==> src/rtl/bus_slave_regfile.sv <==
// 16-word register file bus responder with a programmable number of wait states.
// Accepts an access on chip select + address strobe, waits WAIT_CYCLES cycles, then
// pulses an active-low ready for one cycle with read data (zero for writes).
// s_rdy_ and s_rd_data come straight from flops so the slave-side mux never sees
// input-to-output glitches.
module bus_slave_regfile #(
    parameter int unsigned WAIT_CYCLES = 1,
    parameter int unsigned WORD_ADDR_W = 30,
    parameter int unsigned WORD_DATA_W = 32
) (
    input  logic                   clk,
    input  logic                   reset_,
    input  logic                   s_cs_,
    input  logic                   s_as_,
    input  logic                   s_rw,
    input  logic [WORD_ADDR_W-1:0] s_addr,
    input  logic [WORD_DATA_W-1:0] s_wr_data,
    output logic [WORD_DATA_W-1:0] s_rd_data,
    output logic                   s_rdy_
);

    localparam logic ENABLE_  = 1'b0;
    localparam logic DISABLE_ = 1'b1;
    localparam logic READ     = 1'b1;
    localparam logic WRITE    = 1'b0;

    // The wait counter is 4 bits wide, so larger wait counts cannot be represented.
    if (WAIT_CYCLES > 15) begin : g_bad_wait
        $error("bus_slave_regfile: WAIT_CYCLES must be in 0..15");
    end
    if (WORD_ADDR_W < 4) begin : g_bad_addr
        $error("bus_slave_regfile: WORD_ADDR_W must be at least 4");
    end

    localparam logic [3:0] WaitLoad = (WAIT_CYCLES == 0) ? 4'd0 : 4'(WAIT_CYCLES - 1);

    typedef enum logic [1:0] {StIdle, StWait, StAck} state_e;

    state_e                 state_q, state_d;
    logic [3:0]             cnt_q, cnt_d;
    logic [3:0]             idx_q, idx_d;
    logic                   rw_q, rw_d;
    logic [WORD_DATA_W-1:0] wdata_q, wdata_d;
    logic [WORD_DATA_W-1:0] regs [16];
    logic [WORD_DATA_W-1:0] rd_data_d;
    logic                   rdy_d;

    // Upper address bits are decoded elsewhere; only the register index matters here.
    logic unused_addr;
    assign unused_addr = ^s_addr[WORD_ADDR_W-1:4];

    // Next-state logic: accept, count wait states (abort on strobe loss), acknowledge.
    always_comb begin
        state_d = state_q;
        cnt_d   = cnt_q;
        idx_d   = idx_q;
        rw_d    = rw_q;
        wdata_d = wdata_q;
        unique case (state_q)
            StIdle: begin
                if (s_cs_ == ENABLE_ && s_as_ == ENABLE_) begin
                    idx_d   = s_addr[3:0];
                    rw_d    = s_rw;
                    wdata_d = s_wr_data;
                    if (WAIT_CYCLES == 0) begin
                        state_d = StAck;
                    end else begin
                        cnt_d   = WaitLoad;
                        state_d = StWait;
                    end
                end
            end
            StWait: begin
                if (s_cs_ == DISABLE_ || s_as_ == DISABLE_) begin
                    state_d = StIdle;
                end else if (cnt_q == 4'd0) begin
                    state_d = StAck;
                end else begin
                    cnt_d = cnt_q - 4'd1;
                end
            end
            StAck:   state_d = StIdle;
            default: state_d = StIdle;
        endcase
    end

    // Output values are computed for the cycle being entered so they can be registered.
    always_comb begin
        rdy_d     = (state_d == StAck) ? ENABLE_ : DISABLE_;
        rd_data_d = '0;
        if (state_d == StAck && rw_d == READ) begin
            rd_data_d = regs[idx_d];
        end
    end

    // Control state, latched access and registered bus outputs.
    always_ff @(posedge clk) begin
        if (!reset_) begin
            state_q   <= StIdle;
            cnt_q     <= 4'd0;
            idx_q     <= 4'd0;
            rw_q      <= READ;
            wdata_q   <= '0;
            s_rdy_    <= DISABLE_;
            s_rd_data <= '0;
        end else begin
            state_q   <= state_d;
            cnt_q     <= cnt_d;
            idx_q     <= idx_d;
            rw_q      <= rw_d;
            wdata_q   <= wdata_d;
            s_rdy_    <= rdy_d;
            s_rd_data <= rd_data_d;
        end
    end

    // Register file: writes commit at the edge that ends the acknowledge cycle.
    always_ff @(posedge clk) begin
        if (!reset_) begin
            for (int i = 0; i < 16; i++) begin
                regs[i] <= '0;
            end
        end else if (state_q == StAck && rw_q == WRITE) begin
            regs[idx_q] <= wdata_q;
        end
    end

endmodule

==> config.mk <==
export PLATFORM = sky130hd
export DESIGN_NAME = bus_slave_regfile
export DESIGN_NICKNAME = d
export VERILOG_FILES = /design/src/rtl/bus_slave_regfile.sv
export SDC_FILE = /design/constraint.sdc
export NUM_CORES = 1
export LEC_CHECK = 0
export ABC_CLOCK_PERIOD_IN_PS = 7600
export BUFFER_PORTS_ARGS = -buffer_cell sky130_fd_sc_hd__buf_2
export CORE_MARGIN = 5
export CORE_UTILIZATION = 40
export CTS_CLUSTER_SIZE = 28
export DETAILED_ROUTE_END_ITERATION = 8
export PLACE_DENSITY = 0.65
export RECOVER_POWER = 25
export SLEW_MARGIN = 20
export SYNTH_ARGS = -nofsm -noshare
export SYNTH_HDL_FRONTEND = slang
export SYNTH_SLANG_ARGS = --single-unit
==> constraint.sdc <==
create_clock -name clk -period 7.6 [get_ports clk]
set_clock_uncertainty 0.2 [all_clocks]
set_input_delay 1.14 -clock clk [delete_from_list [all_inputs] [get_ports clk]]
set_output_delay 1.14 -clock clk [all_outputs]
set_load 0.02 [all_outputs]
==> impl_metrics.tcl <==
set metrics [dict create \
    synth_cells 2271 \
    powerDensity_mw_per_mm2 240.2 \
    fmax_mhz 185.3 \
    critPathRequiredTime_ps 7810 \
    gp_congestion 0.7747 \
    crit_type "input pin to flip-flop" \
    multi_input_area_mm2 0.008451 \
    synth_edf_count 512 \
    synth-seq-cells 588 \
    dp_hpwl_um 37760 \
    yosys_warnings 0 \
    fin_nets 2337 \
    grt_pass1_vias 17330 \
    insertion_delay_ps 620 \
    globalRouteMet2Util_pct 34.55 \
    grt_max_degree 221 \
    post_cts_resized 0 \
    cts_setup_buffers 0 \
    ioPinCount 100 \
    seq_area_frac_synth_pct 65.20 \
    dieArea_mm2 0.06998 \
    clock-sinks 588 \
    tightest_slew_ps 2671 \
    cap_violations 12 \
    postRouteAntennaNets 0 \
    detail_route.first_pass.iterations 5 \
    numCtsBuffers 60 \
    drv_slew 307 \
    clockRootBuffer "clkbuf_16" \
    viasPerCell 5.438 \
    slowest_stage "clkbuf_1" \
    period_share_pct 71.00 \
    cp-end-kind "flip-flop" \
    post-route-util_pct 45.16 \
    setup_tns_ps 0 \
    total_power_mw 6.979 \
    layout-drive-gt1-share_pct 9.279 \
    slowest_delay_ps 1890 \
    whs_ps 359.0 \
    start_util_pct 40.27 \
    syn_to_final_growth_pct 12.12 \
    start_kind "input pin" \
    status "finished with violations" \
    irDropWorstVdd_v 0.0002004 \
    use_met1_pct 26.17 \
    fp-row-count 93 \
    htreeDepth 2 \
    final_cells 3174 \
    syn_area_mm2 0.02592 \
    drc 0 \
    busiest_layer "met2" \
    relSlewSlack_pct -78.09 \
    fp.dieH_um 264.5 \
    ys_types 41 \
    first_iter_violations 1751 \
    wl_um 71550 \
    cts_tree "done" \
    path_max_fanout 57 \
    n_fill_cell 5775 \
    core_area_mm2 0.06435 \
    globalRouteMet3Util_pct 3.221 \
    crit_chain "clkbuf_1, or4_2, clkbuf_1, mux2i_4, buf_4, mux4_2, a22oi_1, a22oi_1" \
    hold_class "flip-flop to flip-flop" \
    clkTransAtPathRegs_ps 60 \
    grt_util_all_layers_pct 20.05 \
    finalCriticalPeriod_ps 5396 \
    port_buffers 73 \
    rrSetupSlack_ps 2540 \
    placed_cells 3060 \
    ys_async_sr_fraction_pct 0 \
    vias 17260 \
    grt-ovfl-total 0 \
    grt_pass1_wl_um 107200 \
    seqCellArea_mm2 0.01690 \
    ys.flop_type "edfxtp_1" \
    hold_viol 0 \
    die_width_um 264.5 \
    crit_arrival_ps 5610 \
    synth.avg_cell_area_um2 11.41 \
    finalSetupViolCount 0 \
    ctsHoldBuffers 0 \
    leakage_nw 10.58 \
    violations "capacitance limit, slew limit" \
    cts_buffer_depth 3 \
    antenna_found_initial 1 \
    rsz0062_at_grt "no" \
    wl_per_cell_um 22.54 \
    synth_nets 2340 \
]
[final timing paths]
check,endpoint,cells past startpoint,start
setup reg to reg,s_rd_data[30],7,state_q[1]
setup / recovery,s_rd_data[30],8,s_cs_
hold reg to reg,cnt_q[2],2,cnt_q[2]
hold / removal,cnt_q[2],2,cnt_q[2]
[cell type report]
cell class	instances	area share [%]
clock buffer	97	6.351
antenna	2	0.01722
timing repair buffer	121	2.325
tap	855	3.682
clock inverter	14	0.3574
multi-input combinational	1494	29.08
inverter	3	0.03875
sequential	588	58.15
[critical path: cells and delay by family]
| family | cells | cell delay (ps) |
|---|---|---|
| compound gates | 2 | 340 |
| buf+inv | 3 | 2810 |
| mux | 2 | 1150 |
| simple gates | 1 | 150 |
[logic make-up after synthesis]
group | share of synthesized area (%)
XOR/XNOR | 0.06760
adder cells (fa/ha/maj) | 0.09654
AND/OR/NAND/NOR | 24.86
AO/OA/AOI/OAI | 5.002
multiplexers | 1.815
buffers and inverters | 2.964
flip-flops | 65.20
[state kept, by name, indices dropped and copies added (netlist names)]
signal	flops
wdata_q	32
rw_q	1
regs	512
s_rdy_	1
state_q	2
s_rd_data	32
cnt_q	4
idx_q	4
[where the power goes]
group,internal [mW],leakage [nW],switching (mW),total [mW]
Clock,1.69,0.955,1.22,2.91
Sequential,3.60,5.90,0.0620,3.66
Combinational,0.107,3.73,0.300,0.407
Total,5.40,10.6,1.58,6.98
[through the flow]
stage / setup slack, ps / instance area (um2)
4_1_cts: 3210 / 29170
6_report: 2204 / 29060
3_3_place_gp: 2643 / 27220
5_1_grt: 1882 / 29050
3_5_place_dp: 2575 / 27220
2_1_floorplan: 2649 / 25920
[Yosys cell counts, drive strengths merged, types with 2 or more instances]
cell type | instances | area share, %
nand3b | 3 | 0.087
a32oi | 28 | 0.95
a31oi | 29 | 0.70
and3 | 2 | 0.048
inv | 3 | 0.043
a21boi | 33 | 0.96
edfxtp | 512 | 59
nand2b | 8 | 0.19
buf | 49 | 0.94
clkbuf | 137 | 2.0
nand2 | 469 | 6.8
a22oi | 34 | 0.98
a21oi | 60 | 1.2
nor2 | 23 | 0.37
mux2i | 17 | 0.69
dfxtp | 76 | 5.9
nor2b | 3 | 0.072
o21ai | 12 | 0.23
nand4 | 28 | 0.68
mux2 | 2 | 0.087
mux4 | 12 | 1.0
nand3 | 199 | 3.8
nor4 | 2 | 0.048
ha | 2 | 0.097
nor3 | 4 | 0.097
and2 | 516 | 12
[cell usage in the layout, fill, tap and decap left out, types with 4 or more instances in the layout]
cell type,count
buf_2,38
clkbuf_8,12
a21oi_1,60
clkbuf_16,64
nand4_1,28
a32oi_1,28
dfxtp_1,76
o21ai_0,4
a22oi_1,34
a31oi_1,29
nand2b_1,4
and2_0,88
buf_4,39
nor2_2,11
clkbuf_1,63
nor2_1,10
o21ai_4,8
clkinv_2,8
mux4_2,12
nand2_1,468
nand3_1,199
mux2i_1,14
edfxtp_1,512
a21boi_0,33
and2_1,428
[layer usage]
metal / vias up / wire, um
met2: 731 / 35610
met4: 0 / 2022
met5: - / 0
met3: 147 / 5476
li1: 7886 / -
met1: 8495 / 28440
No activity file was read; power rests on OpenSTA's default activity.
